[config.mk]
export PLATFORM = sky130hd
export DESIGN_NAME = inst_buffer_flat
export DESIGN_NICKNAME = d
export VERILOG_FILES = /design/src/rtl/inst_buffer_if.sv /design/src/rtl/inst_buffer.sv /design/src/flat_wrapper.sv
export SDC_FILE = /design/constraint.sdc
export NUM_CORES = 2
export LEC_CHECK = 0
export ABC_CLOCK_PERIOD_IN_PS = 6000
export BUFFER_PORTS_ARGS = -buffer_cell sky130_fd_sc_hd__buf_4
export CORE_UTILIZATION = 60
export DETAILED_ROUTE_END_ITERATION = 8
export PLACE_DENSITY_LB_ADDON = 0.05
export SLEW_MARGIN = 0
export SYNTH_ARGS = -nofsm -noshare
export SYNTH_HDL_FRONTEND = slang
export SYNTH_SLANG_ARGS = --single-unit
[constraint.sdc]
create_clock -name clk -period 6 [get_ports clk]
set_input_delay 0 -clock clk [delete_from_list [all_inputs] [get_ports clk]]
set_output_delay 0 -clock clk [all_outputs]
set_load 0.01 [all_outputs]
[src/rtl/inst_buffer_if.sv]
// Fetch/decode-side bundle for inst_buffer. The master modport is the
// fetch + decode environment. The slave modport is the buffer itself.
// Latency/backpressure: none (wires only). Push is gated by buffer_full_o.
interface inst_buffer_if;
    // fetch side (two slots per cycle)
    logic        fetch_valid1_i;
    logic        fetch_valid2_i;
    logic [31:0] fetch_inst1_i;
    logic [31:0] fetch_inst2_i;
    logic [31:0] fetch_pc1_i;
    logic [31:0] fetch_pc2_i;
    logic        fetch_exc1_i;
    logic        fetch_exc2_i;
    logic        buffer_full_o;
    // decode side (head and head+1)
    logic        issue_en_i;
    logic        issue_dual_i;
    logic        valid1_o;
    logic        valid2_o;
    logic [31:0] inst1_o;
    logic [31:0] inst2_o;
    logic [31:0] pc1_o;
    logic [31:0] pc2_o;
    logic        exc1_o;
    logic        exc2_o;

    modport master (
        output fetch_valid1_i, fetch_valid2_i, fetch_inst1_i, fetch_inst2_i,
               fetch_pc1_i, fetch_pc2_i, fetch_exc1_i, fetch_exc2_i,
               issue_en_i, issue_dual_i,
        input  buffer_full_o, valid1_o, valid2_o, inst1_o, inst2_o,
               pc1_o, pc2_o, exc1_o, exc2_o
    );

    modport slave (
        input  fetch_valid1_i, fetch_valid2_i, fetch_inst1_i, fetch_inst2_i,
               fetch_pc1_i, fetch_pc2_i, fetch_exc1_i, fetch_exc2_i,
               issue_en_i, issue_dual_i,
        output buffer_full_o, valid1_o, valid2_o, inst1_o, inst2_o,
               pc1_o, pc2_o, exc1_o, exc2_o
    );
endinterface

[src/rtl/inst_buffer.sv]
// Dual-ported instruction queue between fetch (2 pushes/cycle) and dual-issue decode (2 pops/cycle).
// Latency: a push at edge N is visible on the head outputs after edge N. There is no same-cycle bypass.
// Backpressure: buffer_full_o (fewer than 2 free entries, from registered count) blocks pushes. Pushes while full are dropped.
//
// Ports:
//   clk, resetn   clock; asynchronous active-low reset (pointers/count only)
//   flush         empties the queue at the next edge. Same-cycle push/pop are ignored.
//   bus (slave)   fetch slots 1/2 in, buffer_full_o out; issue_en_i/issue_dual_i in,
//                 head/head+1 {valid, inst, pc, exc} out (zero when invalid)
module inst_buffer #(
    parameter int DEPTH = 16,
    parameter int PTR_W = 4
) (
    input  logic         clk,
    input  logic         resetn,
    input  logic         flush,
    inst_buffer_if.slave bus
);

    typedef struct packed {
        logic [31:0] inst;
        logic [31:0] pc;
        logic        exc;
    } entry_t;

    localparam logic [PTR_W:0]   FULL_THR = (PTR_W+1)'(DEPTH - 2);
    localparam logic [PTR_W:0]   CNT_ONE  = (PTR_W+1)'(1);
    localparam logic [PTR_W-1:0] PTR_ONE  = PTR_W'(1);

    entry_t           mem [DEPTH];
    logic [PTR_W-1:0] head_ptr;
    logic [PTR_W-1:0] tail_ptr;
    logic [PTR_W:0]   count;

    logic [PTR_W-1:0] head_p1;
    logic [PTR_W-1:0] tail_p1;
    logic [1:0]       push_n;
    logic [1:0]       push_acc;
    logic [1:0]       pop_n;
    logic             full;
    logic             valid1;
    logic             valid2;
    entry_t           rd1;
    entry_t           rd2;
    entry_t           wr1;
    entry_t           wr2;

    assign head_p1 = head_ptr + PTR_ONE;
    assign tail_p1 = tail_ptr + PTR_ONE;
    assign full    = count > FULL_THR;
    assign valid1  = count != '0;
    assign valid2  = count > CNT_ONE;

    always_comb begin
        // Slot 2 only counts when slot 1 is also valid. This gives a count of 0, 1 or 2.
        push_n = {bus.fetch_valid1_i & bus.fetch_valid2_i,
                  bus.fetch_valid1_i & ~bus.fetch_valid2_i};
        // A push against a full buffer is dropped whole. Flush also cancels it.
        push_acc = (full || flush) ? 2'd0 : push_n;

        // A dual-issue request with only one valid entry retires just that entry.
        pop_n = 2'd0;
        if (bus.issue_en_i && valid1)
            pop_n = (bus.issue_dual_i && valid2) ? 2'd2 : 2'd1;
    end

    assign wr1 = '{inst: bus.fetch_inst1_i, pc: bus.fetch_pc1_i, exc: bus.fetch_exc1_i};
    assign wr2 = '{inst: bus.fetch_inst2_i, pc: bus.fetch_pc2_i, exc: bus.fetch_exc2_i};

    // Storage is intentionally not reset. The count alone decides what is valid.
    always_ff @(posedge clk) begin
        if (push_acc != 2'd0)
            mem[tail_ptr] <= wr1;
        if (push_acc == 2'd2)
            mem[tail_p1] <= wr2;
    end

    always_ff @(posedge clk or negedge resetn) begin
        if (!resetn) begin
            head_ptr <= '0;
            tail_ptr <= '0;
            count    <= '0;
        end else if (flush) begin
            head_ptr <= '0;
            tail_ptr <= '0;
            count    <= '0;
        end else begin
            head_ptr <= head_ptr + PTR_W'(pop_n);
            tail_ptr <= tail_ptr + PTR_W'(push_acc);
            count    <= count + (PTR_W+1)'(push_acc) - (PTR_W+1)'(pop_n);
        end
    end

    assign rd1 = mem[head_ptr];
    assign rd2 = mem[head_p1];

    assign bus.buffer_full_o = full;
    assign bus.valid1_o      = valid1;
    assign bus.valid2_o      = valid2;
    assign bus.inst1_o       = valid1 ? rd1.inst : '0;
    assign bus.pc1_o         = valid1 ? rd1.pc   : '0;
    assign bus.exc1_o        = valid1 & rd1.exc;
    assign bus.inst2_o       = valid2 ? rd2.inst : '0;
    assign bus.pc2_o         = valid2 ? rd2.pc   : '0;
    assign bus.exc2_o        = valid2 & rd2.exc;

endmodule

[src/flat_wrapper.sv]
// flat-port wrapper written by rule: the top's interface ports become plain ports
module inst_buffer_flat 
#(
    parameter int DEPTH = 16,
    parameter int PTR_W = 4
)
  (clk, resetn, flush, bus_fetch_valid1_i, bus_fetch_valid2_i, bus_fetch_inst1_i, bus_fetch_inst2_i, bus_fetch_pc1_i, bus_fetch_pc2_i, bus_fetch_exc1_i, bus_fetch_exc2_i, bus_issue_en_i, bus_issue_dual_i, bus_buffer_full_o, bus_valid1_o, bus_valid2_o, bus_inst1_o, bus_inst2_o, bus_pc1_o, bus_pc2_o, bus_exc1_o, bus_exc2_o);
  inst_buffer_if bus_i ();
  input  logic clk;
  input  logic resetn;
  input  logic flush;
  input wire logic [$bits(bus_i.fetch_valid1_i)-1:0] bus_fetch_valid1_i;
  input wire logic [$bits(bus_i.fetch_valid2_i)-1:0] bus_fetch_valid2_i;
  input wire logic [$bits(bus_i.fetch_inst1_i)-1:0] bus_fetch_inst1_i;
  input wire logic [$bits(bus_i.fetch_inst2_i)-1:0] bus_fetch_inst2_i;
  input wire logic [$bits(bus_i.fetch_pc1_i)-1:0] bus_fetch_pc1_i;
  input wire logic [$bits(bus_i.fetch_pc2_i)-1:0] bus_fetch_pc2_i;
  input wire logic [$bits(bus_i.fetch_exc1_i)-1:0] bus_fetch_exc1_i;
  input wire logic [$bits(bus_i.fetch_exc2_i)-1:0] bus_fetch_exc2_i;
  input wire logic [$bits(bus_i.issue_en_i)-1:0] bus_issue_en_i;
  input wire logic [$bits(bus_i.issue_dual_i)-1:0] bus_issue_dual_i;
  output wire logic [$bits(bus_i.buffer_full_o)-1:0] bus_buffer_full_o;
  output wire logic [$bits(bus_i.valid1_o)-1:0] bus_valid1_o;
  output wire logic [$bits(bus_i.valid2_o)-1:0] bus_valid2_o;
  output wire logic [$bits(bus_i.inst1_o)-1:0] bus_inst1_o;
  output wire logic [$bits(bus_i.inst2_o)-1:0] bus_inst2_o;
  output wire logic [$bits(bus_i.pc1_o)-1:0] bus_pc1_o;
  output wire logic [$bits(bus_i.pc2_o)-1:0] bus_pc2_o;
  output wire logic [$bits(bus_i.exc1_o)-1:0] bus_exc1_o;
  output wire logic [$bits(bus_i.exc2_o)-1:0] bus_exc2_o;
  assign bus_i.fetch_valid1_i = bus_fetch_valid1_i;
  assign bus_i.fetch_valid2_i = bus_fetch_valid2_i;
  assign bus_i.fetch_inst1_i = bus_fetch_inst1_i;
  assign bus_i.fetch_inst2_i = bus_fetch_inst2_i;
  assign bus_i.fetch_pc1_i = bus_fetch_pc1_i;
  assign bus_i.fetch_pc2_i = bus_fetch_pc2_i;
  assign bus_i.fetch_exc1_i = bus_fetch_exc1_i;
  assign bus_i.fetch_exc2_i = bus_fetch_exc2_i;
  assign bus_i.issue_en_i = bus_issue_en_i;
  assign bus_i.issue_dual_i = bus_issue_dual_i;
  assign bus_buffer_full_o = bus_i.buffer_full_o;
  assign bus_valid1_o = bus_i.valid1_o;
  assign bus_valid2_o = bus_i.valid2_o;
  assign bus_inst1_o = bus_i.inst1_o;
  assign bus_inst2_o = bus_i.inst2_o;
  assign bus_pc1_o = bus_i.pc1_o;
  assign bus_pc2_o = bus_i.pc2_o;
  assign bus_exc1_o = bus_i.exc1_o;
  assign bus_exc2_o = bus_i.exc2_o;
  inst_buffer #(.DEPTH(DEPTH), .PTR_W(PTR_W)) u_core (.clk(clk), .resetn(resetn), .flush(flush), .bus(bus_i));
endmodule
==> flow_summary_export.csv <==
group,metric,value,unit
route,vias_per_cell,7.33,
sta,max_freq,221,MHz
floorplanning,die-area,105000,µm²
min_path,min-delay-start,"bus_fetch_valid1_i",
worst_setup_path,crit_slowest_cell,"nor2_4",
layout,fill_cells,6774,
synthesis,async_flop_share,0.0123,
worst_setup_path,path_max_fanout,24,
min_path,min_path_cells,6,
synthesis,synthesis.area,62500,µm²
floorplanning,initial_core_util,0.609,
cts,numCtsBuffers,114,
synthesis,syn_area_per_cell,16.8,µm²
worst_setup_path,cp-start-kind,"flop",
synthesis,syn_nets,3866,
layout,final_area,70700,µm²
cts,clock_path_buffers,3,
worst_setup_path,cpLargestDelayFamily,"simple AND/OR/NAND/NOR gates",
floorplanning,rows,117,
sta,slew_violations,0,
route,dr.pass1.iters,6,
synthesis,synth_top_flop_cell,"edfxtp_1",
placed_design,dpl_cell_area,65000,µm²
status,status,"complete, no violations",
global_route,overflow,0,
sta,skew,0.0204,ns
layout,drive_gt1_frac,0.448,
placed_design,place.detailed.hpwl,104000,µm
route,initialDrtViolationCount,4933,
synthesis,synth_edf_count,1040,
cts,cts_tree,"yes",
floorplanning,chipHeight,325,µm
synthesis,syn_inst,3713,
worst_setup_path,crit_type,"reg2reg",
worst_setup_path,crit_path_end_kind,"flop",
pwr,powerDensity,403,nW/µm²
worst_setup_path,cp_data_required_time,6.44,ns
worst_setup_path,timing.rr.start,"u_core.count[2]",
cts,htreeDepth,3,
sta,tightest_slew,1.31,ns
min_path,hold_end,"u_core.tail_ptr[0]",
route,wire_per_inst,35.7,µm
layout,final_cell_count_no_fill,5421,
cts,path_clk_slew,0.06,ns
floorplanning,die_width,325,µm
layout,syn2layout_area_growth,13.2,%
worst_setup_path,reg2reg_slack,1.47,ns
sta,rsz0062_at_grt,"no",
job,max_cap_viol_count,0,
worst_setup_path,critical_path.cell_chain,"ha_1, nor2b_1, o2111ai_4, nor2_4, buf_4, mux2_1, dlygate4sd3_1",
route,ant_nets,0,
worst_setup_path,r2r-end,"u_core.mem[9][39]",
sta,finalCritPeriodShare,0.755,
synthesis,ys_ff_latch,1053,
cts,post_cts_buffers,0,
placed_design,io_buffers,269,
global_route,grtUsageTotal,0.364,
sta,setup_tns,0,ns
global_route,grt_max_degree,134,
pwr,p_leak,23.0,nW
pwr,finalPower,28.5,mW
global_route,antenna_found_initial,9,
floorplanning,ios,270,
route,num_vias,39700,
floorplanning,core_region_area,102000,µm²
placed_design,dp.cells,5000,
global_route,grt_pass1_wl,279000,µm
cts,clock_sinks,1053,
sta,slew_headroom,0.125,
pwr,ir_worst_vdd,459,µV
sta,period_minus_slack,4.53,ns
synthesis,yosysUniqueCellTypes,55,
synthesis,synth-seq-area-share,0.505,
route,routed_wirelength,193000,µm
sta,finalHoldViolCount,0,
worst_setup_path,critPathBufInv,2,
route,drc_errors,0,
sta,finalSetupViolCount,0,
worst_setup_path,worst_path_largest_cell_delay,1.12,ns
worst_setup_path,r2r_cells,7,
global_route,first_global_vias,41000,
cts,clkLatencyLatePin,0.70,ns
synthesis,yosys_warnings,0,
worst_setup_path,critPathArrivalTime,4.97,ns
placed_design,gp_congestion,0.839,
min_path,hp-class,"in2reg",
cts,cts-root-buf,"clkbuf_16",
layout,final_util,0.690,
layout,finalNetCount,4103,
-- area by class of cell --
class | instances | area, µm² | share of cell area
flip-flops and latches | 1053 | 31600 | 0.447
inverters | 16 | 62.6 | 0.000885
clock inverters | 68 | 559 | 0.00791
repair buffers | 555 | 5020 | 0.0711
diodes | 8 | 20.0 | 0.000283
well taps | 1368 | 1710 | 0.0242
clock buffers | 143 | 3070 | 0.0434
multi-input cells | 2210 | 28700 | 0.406
-- cell usage in the layout (no fill, tap or decap), drive strengths merged, types with 25 or more instances in the layout --
master / instances
a211oi: 30
a22oi: 34
buf: 353
clkbuf: 143
clkinv: 58
dlygate4sd3: 202
edfxtp: 1040
mux2: 1040
mux2i: 230
mux4: 488
nand2: 25
nand3: 37
nor2: 28
nor2b: 53
o22ai: 102
-- Yosys cell counts, types with 15 or more instances --
cell type	instances	area, µm²
mux2_4	50	751
nand2_1	25	93.8
buf_1	20	75.1
a22oi_1	34	255
edfxtp_1	1040	31200
a21oi_1	17	85.1
o22ai_1	102	638
buf_2	127	636
o211ai_1	17	128
nor2b_1	53	332
a221o_1	15	150
o31ai_1	15	113
mux2_2	704	7930
buf_6	92	1040
nor2_2	16	100
mux2_1	286	3220
mux4_2	488	11000
a211oi_1	30	225
mux2i_1	230	2300
nor3_1	17	85.1
nand3_1	35	175
clkbuf_1	182	683
-- cells by family after synthesis --
kind of cell,Yosys count,share of synthesized area
muxes,1758,0.403
adders and majority gates,16,0.00369
xor gates and xnor gates,8,0.00112
buffers and inverters,450,0.0414
AOI/OAI and AO/OA,243,0.0281
DFF,1053,0.505
and+or+nand+nor,185,0.0170
-- stage by stage --
step / hold WS [ns] / setup WS (ns)
after CTS: 0.0648 / 1.53
final: 0.0969 / 1.47
after global placement: -0.148 / 2.15
after floorplan: -0.296 / 0.852
after detailed placement: -0.141 / 2.08
after global routing: 0.121 / 1.34
-- per-layer routing --
metal  up-vias  global-route usage  part of all wire
li1      15800                   -                 -
met2      2489               0.598              0.49
met3       525              0.0642             0.094
met1     20900               0.482              0.37
met5         -                   0           0.00033
met4         8               0.154             0.047
-- report_power, final --
part | total (mW) | switching [mW] | internal [mW]
clock network | 6.95 | 2.94 | 4.02
logic | 13.0 | 6.88 | 6.14
registers | 8.49 | 0.255 | 8.23
total | 28.5 | 10.1 | 18.4
-- flip-flops by register name, indices dropped and copies added, names as in the netlist --
name,cells
u_core.count,5
u_core.mem,1040
u_core.head_ptr,4
u_core.tail_ptr,4
-- worst min-delay path, delay by kind of cell --
kind / cells / cell delay (ns)
AND/OR/NAND/NOR: 4 / 0.38
adder cells (fa/ha/maj): 1 / 0.26
buffers and inverters: 1 / 0.13
-- worst max-delay path by stage --
stage / from / end / slack (ns) / depth (start not counted)
floorplan: u_core.count[4] / u_core.mem[4][0] / 0.85 / 5
global placement: u_core.count[2] / u_core.mem[9][49] / 2.15 / 6
detailed placement: u_core.count[2] / u_core.mem[9][54] / 2.08 / 6
CTS: u_core.head_ptr[1] / bus_inst2_o[24] / 1.53 / 7
global route: u_core.count[2] / u_core.mem[9][22] / 1.34 / 7
finish: u_core.count[2] / u_core.mem[9][39] / 1.47 / 7
-- repair_timing --
action,in CTS,in global routing
hold endpoints to repair,1066,0
hold buffers,202,0
gates resized for setup,0,0
Power figures use the tool's default switching activity.
